File: src/rtl/counter_pkg.sv
// Shared definitions for the up/down counter.
//   CNT_WRAP / CNT_SAT : the two behaviours at the ends of the count range
//   modulus_ok()       : tells whether a MODULUS value is legal for a given WIDTH
package counter_pkg;

   localparam int CNT_WRAP = 0;
   localparam int CNT_SAT  = 1;

   // The range 0..MODULUS-1 has to contain at least two values, and
   // MODULUS-1 has to fit in WIDTH bits.
   function automatic bit modulus_ok(input int width, input longint modulus);
      longint full_range;
      full_range = longint'(1) << width;
      return (modulus >= 2) && (modulus <= full_range);
   endfunction

endpackage

File: src/rtl/mod_next_value.sv
// Next-count logic for mod_updown_counter (purely combinational).
//   q        : current registered count
//   up       : direction, 1 = increment, 0 = decrement
//   en       : count enable
//   load     : parallel load strobe, takes priority over en
//   load_val : parallel load value, clamped to MODULUS-1
//   q_next   : value for the count register at the next edge
//   term     : a terminal (wrap/saturate) event happens at the next edge
module mod_next_value
   import counter_pkg::*;
#(
   parameter int     WIDTH    = 8,
   parameter longint MODULUS  = longint'(1) << WIDTH,
   parameter int     SATURATE = CNT_WRAP
) (
   input  logic [WIDTH-1:0] q,
   input  logic             up,
   input  logic             en,
   input  logic             load,
   input  logic [WIDTH-1:0] load_val,
   output logic [WIDTH-1:0] q_next,
   output logic             term
);

   // Carry one extra bit so the compare against MODULUS-1 and the +1 step
   // never depend on WIDTH-bit rollover when MODULUS < 2**WIDTH.
   localparam longint         MAX_L = MODULUS - 1;
   localparam logic [WIDTH:0] MAX_V = MAX_L[WIDTH:0];
   localparam logic [WIDTH:0] ZERO  = '0;
   localparam logic [WIDTH:0] ONE   = {{WIDTH{1'b0}}, 1'b1};

   logic [WIDTH:0] q_ext;
   logic [WIDTH:0] lv_ext;
   logic [WIDTH:0] nxt;
   logic           unused_msb;

   assign q_ext  = {1'b0, q};
   assign lv_ext = {1'b0, load_val};

   always_comb begin
      nxt  = q_ext;
      term = 1'b0;
      if (load) begin
         nxt = (lv_ext > MAX_V) ? MAX_V : lv_ext;
      end else if (en) begin
         if (up) begin
            if (q_ext == MAX_V) begin
               term = 1'b1;
               nxt  = (SATURATE == CNT_SAT) ? MAX_V : ZERO;
            end else begin
               nxt = q_ext + ONE;
            end
         end else begin
            if (q_ext == ZERO) begin
               term = 1'b1;
               nxt  = (SATURATE == CNT_SAT) ? ZERO : MAX_V;
            end else begin
               nxt = q_ext - ONE;
            end
         end
      end
   end

   // nxt never exceeds MAX_V, so its top bit is always zero.
   assign q_next     = nxt[WIDTH-1:0];
   assign unused_msb = nxt[WIDTH];

endmodule

File: src/rtl/mod_updown_counter.sv
// Modulo-N up/down counter with parallel load, cascade lookahead and a
// sticky overflow/underflow flag.
//   clk      : clock, rising edge
//   reset    : synchronous, active-high; clears q and ovf
//   en       : count enable
//   up       : direction, 1 = increment, 0 = decrement
//   load     : parallel load strobe (load_val clamped to MODULUS-1)
//   load_val : parallel load value
//   clr_ovf  : clears ovf at the next edge; a simultaneous terminal event wins
//   q        : registered count, 0..MODULUS-1
//   tc       : combinational terminal-count lookahead for cascading
//   ovf      : registered sticky overflow/underflow flag
module mod_updown_counter
   import counter_pkg::*;
#(
   parameter int     WIDTH    = 8,
   parameter longint MODULUS  = longint'(1) << WIDTH,
   parameter int     SATURATE = CNT_WRAP
) (
   input  logic             clk,
   input  logic             reset,
   input  logic             en,
   input  logic             up,
   input  logic             load,
   input  logic [WIDTH-1:0] load_val,
   input  logic             clr_ovf,
   output logic [WIDTH-1:0] q,
   output logic             tc,
   output logic             ovf
);

   generate
      if (WIDTH < 1 || WIDTH > 32) begin : g_bad_width
         $error("mod_updown_counter: WIDTH must be 1..32");
      end
      if (!modulus_ok(WIDTH, MODULUS)) begin : g_bad_modulus
         $error("mod_updown_counter: MODULUS must be 2..2**WIDTH");
      end
      if (SATURATE != CNT_WRAP && SATURATE != CNT_SAT) begin : g_bad_sat
         $error("mod_updown_counter: SATURATE must be 0 or 1");
      end
   endgenerate

   logic [WIDTH-1:0] q_next;
   logic             term;

   mod_next_value #(
      .WIDTH    (WIDTH),
      .MODULUS  (MODULUS),
      .SATURATE (SATURATE)
   ) u_next (
      .q        (q),
      .up       (up),
      .en       (en),
      .load     (load),
      .load_val (load_val),
      .q_next   (q_next),
      .term     (term)
   );

   // term is already gated by en and ~load; reset masks it so a cascaded
   // stage never sees a carry while this stage is being cleared.
   assign tc = term & ~reset;

   always_ff @(posedge clk) begin
      if (reset) begin
         q   <= '0;
         ovf <= 1'b0;
      end else begin
         q <= q_next;
         if (term) begin
            ovf <= 1'b1;
         end else if (clr_ovf) begin
            ovf <= 1'b0;
         end
      end
   end

endmodule

File: config.mk
export PLATFORM = sky130hd
export DESIGN_NAME = mod_updown_counter
export DESIGN_NICKNAME = d
export VERILOG_FILES = /design/src/rtl/counter_pkg.sv /design/src/rtl/mod_next_value.sv /design/src/rtl/mod_updown_counter.sv
export SDC_FILE = /design/constraint.sdc
export NUM_CORES = 1
export LEC_CHECK = 0
export CAP_MARGIN = 20
export CORE_AREA = 2 2 43 45
export DETAILED_ROUTE_END_ITERATION = 10
export DIE_AREA = 0 0 45 47
export GPL_ROUTABILITY_DRIVEN = 1
export PLACE_DENSITY = 0.83
export SYNTH_ARGS = -nofsm -noshare
export SYNTH_HDL_FRONTEND = slang
export SYNTH_SLANG_ARGS = --single-unit
File: constraint.sdc
create_clock -name clk -period 4.55 [get_ports clk]
set_input_delay 0.455 -clock clk [delete_from_list [all_inputs] [get_ports clk]]
set_output_delay 0.455 -clock clk [all_outputs]
set_load 0.02 [all_outputs]
After elaboration in Yosys (flattened, before gate mapping)
Index checks and enable logic that the tools add are counted.

operators by class
  $add $sub $neg = 2
  $lt $le $gt $ge = 1
  equality and inequality tests = 1
  multiplexer cells = 13
  bitwise logic cells = 2
  reductions and logical operators = 3

operator list
  kind                                                   count
  two-way mux 8 bit                                      6
  logical NOT 9 bit                                      1
  adder 8 x 1 -> 8 bit (second input constant)           1
  equality test 8 bit (second input constant)            1
  greater-than comparator 8 bit (second input constant)  1
  subtractor 8 x 1 -> 8 bit (second input constant)      1
  two-way mux 1 bit                                      7
  nonzero test 2 bit                                     2
  bitwise AND 1 bit                                      1
  inverter 1 bit                                         1

word-level totals
  flip-flop bits (word level) = 9
  output and inout port bits = 10

Depth between registers and ports, before layout
Gate-level depths: netlist (run 1).

  depth in word-level cells = 6
  mapped depth = 7
  gate-level depth less buffers = 7

Hierarchy
From an unflattened synthesis (run 1), not the netlist that was laid out.

second synthesis, totals
  cells, all modules = 126
  area total of the unflattened synthesis = 909.6 µm²

by module, submodules not included
  module              instances  cells each  area each (µm²)  sequential area each (µm²)
  mod_next_value      1          105         660.6            0.0
  mod_updown_counter  1          21          249.0            180.2

Worst setup path after synthesis (run 1)
OpenSTA, ideal clock, no wires.

  path type = flip-flop to output port
  start point = register q[0]
  end point = output port tc
  arrival time = 1.840 ns
  data required time = 4.095 ns
  slack = 2.255 ns
  stages on the path, launching flop included = 8
  cell sequence = dfxtp_1 > inv_1 > ha_1 > or4b_4 > nor3_1 > a21o_1 > nand2_1 > nor2_1

between the ends
  cells in the longest elaborated chain, start to end = 6

ends and longest elaborated chain
  item                                                      RTL line                                    text
  start: declaration                                        mod_updown_counter.sv:27                    output logic [WIDTH-1:0] q,
  start signal: assignment                                  mod_updown_counter.sv:70                    q <= q_next;
  equality test 8 bit or logical NOT 9 bit (tied branches)  mod_next_value.sv:47, mod_next_value.sv:54
  two-way mux 1 bit, on equally long branches               mod_next_value.sv:47, mod_next_value.sv:54
  two-way mux 1 bit *                                       mod_next_value.sv:46                        if (up) begin
  two-way mux 1 bit *                                       mod_next_value.sv:45                        end else if (en) begin
  two-way mux 1 bit *                                       mod_next_value.sv:43                        if (load) begin
  bitwise AND 1 bit *                                       mod_updown_counter.sv:63                    assign tc = term & ~reset;
  end: declaration                                          mod_updown_counter.sv:28                    output logic tc,

Every way passes the cells marked *; elsewhere a longest branch is shown, timed or not.

Worst setup path after layout (run 1)
Same ends and word-level chain as after synthesis.

==> results of run 1 <==
==> stage by stage <==
stage | hold slack, ps | area (um2) | instances
5_1_grt | 506 | 1010 | 142
3_5_place_dp | 480 | 987 | 138
4_1_cts | 489 | 1010 | 142
3_3_place_gp | 465 | 987 | 138
6_report | 480 | 1010 | 142
2_1_floorplan | 547 | 763 | 104
==> final cells by class <==
class,instances,area (um2)
clock buffer,4,26.3
tap,17,21.3
sequential,9,180
multi-input combinational,85,537
inverter,3,11.3
fill,153,638
timing repair buffer,24,238
==> power by group <==
| part | leakage [nW] | internal [mW] | switching (mW) |
|---|---|---|---|
| Clock | 0.0150 | 0.0340 | 0.0336 |
| Combinational | 0.280 | 0.0478 | 0.0431 |
| Sequential | 0.0743 | 0.0848 | 0.0120 |
| Total | 0.370 | 0.167 | 0.0886 |
==> registers in the layout, summed over array words and instances, names as in the netlist <==
signal and flops:
q 8, ovf 1
==> worst max-delay path: stages (launching register included) <==
cell             delay [ps]
dfxtp_1                 350
inv_1                   120
ha_1                    150
or4b_4                  490
nor3_1                  360
a21o_1                  130
nand2_1                  60
nor2_1                  110
clkdlybuf4s50_1         610
==> metal layers <==
| layer | vias up | GRT usage (%) |
|---|---|---|
| met1 | 385 | 23.4 |
| met4 | 0 | 14.7 |
| met3 | 7 | 2.31 |
| met2 | 36 | 35.1 |
| met5 | - | 0 |
| li1 | 418 | - |
==> cell families (layout without fill, tap and decap cells) <==
family / Yosys count / in the layout
fa+ha+maj: 3 / 3
compound gates: 32 / 32
buf+inv: 10 / 31
simple gates: 43 / 43
xor+xnor: 5 / 5
flops: 9 / 9
mux: 2 / 2
==> worst min-delay path by stage <==
stage,startpoint,endpoint,cells after the start
final,ovf$_SDFFE_PP0P_,ovf$_SDFFE_PP0P_,2
after detailed placement,ovf$_SDFFE_PP0P_,ovf$_SDFFE_PP0P_,2
after global routing,ovf$_SDFFE_PP0P_,ovf$_SDFFE_PP0P_,2
after global placement,ovf$_SDFFE_PP0P_,ovf$_SDFFE_PP0P_,2
after floorplan,ovf$_SDFFE_PP0P_,ovf$_SDFFE_PP0P_,2
after CTS,ovf$_SDFFE_PP0P_,ovf$_SDFFE_PP0P_,2
==> placed cells by master (no fill, tap or decap), types with 2 or more instances in the layout <==
cell type,instances
ha_1,3
nand2_1,6
xnor2_1,3
a211o_1,2
a21o_1,2
o21ai_0,5
nand3_1,2
dfxtp_1,9
nor3_1,7
nand2b_1,3
xor2_1,2
a21oi_1,13
inv_1,3
clkbuf_4,3
or3_1,4
clkdlybuf4s50_1,23
nor3b_1,3
a31oi_1,3
nor2_1,13
==> reports/results.ini, run 1 <==
[status]
status = completed

[drt]
wirelength_mm = 1.97
via_per_inst = 5.96
ant_nets = 0
drtPass1Iterations = 5
wl_met3_um = 117
num_vias = 846
wl_met1_um = 809
top_layer = met4
drt-initial-drc-count = 15
wl_per_cell_um = 13.9
wl_met2_um = 976
remaining_drc_errors = 0

[timing]
finalClockSkew_ps = 1.49
worstMarginPinSlew_ps = 432
finalSetupViolations = 0
finalMaxSlewViolations = 0
slew_headroom_pct = 71.1
worst_slack_ps = 1440
fin_crit_sh_pct = 68.3
grt_setup_unrepaired = no
period_needed_ps = 3110
fmax_mhz = 322
hold_viol_final = 0
setup_tns_ps = 0

[die]
core_area_mm2 = 0.00165
num_rows = 15
start_util_pct = 46.2
fp.dieArea_mm2 = 0.00212
io_pins = 24
die-width_um = 45
die_y_um = 47

[global_route]
grt_pass1_wl_mm = 3.06
grt_pass1_vias = 748
gr-total-overflow = 0
grt_use_total_pct = 20.4
antenna_found_initial = 0
grt_max_degree = 19

[yosys]
synth_compound_area_share_pct = 25.7
netlist_top_cells_count = a21oi_1 (13), nor2_1 (13), dfxtp_1 (9)
yosys.area_share.simple_pct = 29.2
synth_fa_ha_area_share_pct = 4.92
synthMuxAreaShare_pct = 4.75
syn_avg_cell_area_um2 = 7.34
synthTopCellsByArea = dfxtp_1 (24%), a21oi_1 (8.5%), nor2_1 (6.4%)
syn_inst = 104
yosys_warnings = 0
synth_flop_cell = dfxtp_1
synth_xor_xnor_area_share_pct = 5.74
async_flop_share_pct = 0
synth_cell_type_count = 34
synth-edff-count = 0
syn_area_um2 = 763
synth-seq-cells = 9
yosysTopAreaCell = dfxtp_1
ys_seq_area_share_pct = 23.6
synthesis.nets = 121
synth_top_family_by_area = simple AND/OR/NAND/NOR gates
yosys.area.top_type_share_pct = 23.6

[worst_setup_path]
reg2reg_slack_ps = 2260
crit_path_end = tc
worstPathRequired_ps = 4090
crit_fanout = 6
critical_path_class = register to primary output
start_kind = register
r2r_end = q[7]$_SDFFE_PP0P_
critPathArrivalTime_ps = 2650
ff2ff_path_depth = 7
end_kind = primary output
regToRegStartpoint = q[0]$_SDFFE_PP0P_
crit_start = q[0]$_SDFFE_PP0P_

[clocking]
cts.sinks = 9
clockRootBuffer = clkbuf_4
htree_levels = 1
cts_buffers = 3
cts_tree = built
path_clk_slew_ps = 70
cts_resized = 0
cts_buffer_depth = 2
cts_setup_buffers = 0
hold_buffers = 0
clkLatencyLatePin_ps = 270

[final_layout]
n_antenna_cell = 0
layout-drive-gt1-share_pct = 6.40
areaGrowthSynthToFinish_pct = 32.8
nNetsFinal = 143
fin_util_pct = 61.4

[power]
p_per_area_mw_per_mm2 = 252
vdd_drop_max_mv = 0.160
p_total_uw = 255
p_leak_nw = 0.370

[placed_design]
portBuffers = 23
gp_congestion = 0.883
dp_slack_ps = 1720
hpwl_mm = 1.46

[flow_run]
drv_cap = 0

[hold_path]
hp-class = register to register

Note: power is estimated with default switching activity, not from simulation.
==> run 2: changes to the inputs <==
CORE_AREA = 2 2 47 49   (was 2 2 43 45)
DIE_AREA = 0 0 49 51   (was 0 0 45 47)
PLACE_DENSITY = 0.74   (was 0.83)
clock period = 2.5 ns   (was 4.55 ns; I/O delays follow)
==> run 2 against run 1 <==
Against the previous run:
- sequential share of layout area is 1.4 points lower
- register-to-register slack got worse by 2000 ps
- flip-flop and latch count stayed put
- cell count grew 15%
- critical path depth unchanged
- first-iteration DRC count increased by 110%
- clock skew barely moved
- clock-buffer cell count unchanged
- via count rose by 3.3%
- sequential power rose by 68%
- wire length up 11%
- final area up 8.8%
- critical endpoint unchanged
- largest cell class unchanged
- largest power group is now combinational cells
- highest routed layer unchanged
==> reports/results.ini, run 2 (synthesis gave the netlist of run 1 again) <==
[status]
status = completed

[timing]
finalSetupViolations = 0
worst_slack_ps = 103
finalClockSkew_ps = 1.16
fin_crit_sh_pct = 95.9
setup_tns_ps = 0
slew_headroom_pct = 77.9
hold_viol_final = 0
finalMaxSlewViolations = 0
worstMarginPinSlew_ps = 329
fmax_mhz = 417
grt_setup_unrepaired = no
period_needed_ps = 2400

[global_route]
antenna_found_initial = 0
grt_use_total_pct = 19.7
top_usage_layer = met2
grt_pass1_vias = 823
grt_pass1_wl_mm = 3.72
use_met2_pct = 33.1
grt_max_degree = 18
grtUsageMet3_pct = 3.51
gr-total-overflow = 0
use_met1_pct = 24.4

[clocking]
cts_tree = built
cts_buffers = 3
hold_buffers = 0
cts.sinks = 9
cts_buffer_depth = 2
clkLatencyLatePin_ps = 270
cts_setup_buffers = 0
clockRootBuffer = clkbuf_4
htree_levels = 1
path_clk_slew_ps = 70

[final_layout]
fill_cells = 202
nNetsFinal = 153
top_register = q
final_common_cell = clkdlybuf4s50_1
largest_reg_flops = 8
final_cell_mix = clkdlybuf4s50_1 (22), nor2_1 (13), a21oi_1 (13), buf_4 (11), dfxtp_1 (9)
layout-drive-gt1-share_pct = 13.3
reg.largest.list = q (8), ovf (1)
n_antenna_cell = 0
areaGrowthSynthToFinish_pct = 44.4

[die]
io_pins = 24
start_util_pct = 37.0
num_rows = 17
die-width_um = 49
fp.dieArea_mm2 = 0.00250
die_y_um = 51
core_area_mm2 = 0.00206

[power]
seq_power_share_pct = 34.0
clkPwrFrac_pct = 24.9
p_comb_share_pct = 41.2
vdd_drop_max_mv = 0.302
internal_power_uw = 317
power.switching_uw = 162
p_sw_share_pct = 33.9
p_leak_nw = 0.422
p_per_area_mw_per_mm2 = 435

[placed_design]
gp_congestion = 0.860
hpwl_mm = 1.69
dp_slack_ps = 99.7
portBuffers = 23

[drt]
remaining_drc_errors = 0
wirelength_mm = 2.19
num_vias = 874
ant_nets = 0
drt-initial-drc-count = 31
drtPass1Iterations = 4
via_per_inst = 5.36
wl_per_cell_um = 13.4

[worst_setup_path]
critical_path_class = register to primary output
critPathArrivalTime_ps = 2150
end_kind = primary output
crit_fanout = 4
worstPathRequired_ps = 2250
start_kind = register

[hold_path]
hp-class = register to register

[flow_run]
drv_cap = 0

==> run 2: cell count changes in the layout (fill, tap and decap cells not counted) <==
cell	delta
clkdlybuf4s50_1	-1
buf_4	+10
clkdlybuf4s15_1	+1
==> run 2: layout make-up <==
class	count	area, um2	share of cell area [%]
clock buffers	4	26.3	2.38
flip-flops and latches	9	180	16.3
well taps	28	35.0	3.18
repair buffers	34	313	28.4
inverters	3	11.3	1.02
multi-input cells	85	537	48.7
==> run 2: path summary, 6_finish.rpt <==
kind	from	to	slack (ps)	cells past startpoint
setup / recovery	q[0]$_SDFFE_PP0P_	tc	100	8
setup reg to reg	q[0]$_SDFFE_PP0P_	q[7]$_SDFFE_PP0P_	260	7
hold reg to reg	ovf$_SDFFE_PP0P_	ovf$_SDFFE_PP0P_	480	2
hold / removal	ovf$_SDFFE_PP0P_	ovf$_SDFFE_PP0P_	480	2
==> run 2: metal layers <==
| layer | up-vias | wire, um |
|---|---|---|
| met3 | 4 | 128 |
| met5 | - | 0 |
| met2 | 33 | 1050 |
| li1 | 441 | - |
| met1 | 396 | 977 |
| met4 | 0 | 29 |
==> run 2: power groups by stage <==
stage / clock network (mW) / logic, mW / registers (mW)
2_1_floorplan: 0 / 0.101 / 0.183
3_3_place_gp: 0 / 0.192 / 0.166
3_5_place_dp: 0 / 0.195 / 0.166
4_1_cts: 0.123 / 0.197 / 0.163
5_1_grt: 0.127 / 0.217 / 0.164
6_report: 0.119 / 0.197 / 0.163
==> run 2: worst max-delay path: stages (launching register included) <==
cell	delay, ps
dfxtp_1	310
inv_1	100
ha_1	140
or4b_4	480
nor3_1	250
a21o_1	110
nand2_1	60
nor2_1	100
clkdlybuf4s15_1	320
==> run 2: timing repair <==
item,in CTS,in global routing
endpoints found under the setup margin,1,1
resized for setup,1,1
cloned,0,0
==> run 2: per-stage QoR <==
step	util (%)	total power [mW]	area [um2]	hold slack (ps)	std cells
finish	53.4	0.479	1100	482	163
detailed placement	52.2	0.362	1080	469	159
global placement	52.2	0.358	1080	471	159
global route	53.4	0.508	1100	533	163
CTS	53.4	0.482	1100	482	163
floorplan	-	0.284	763	393	104
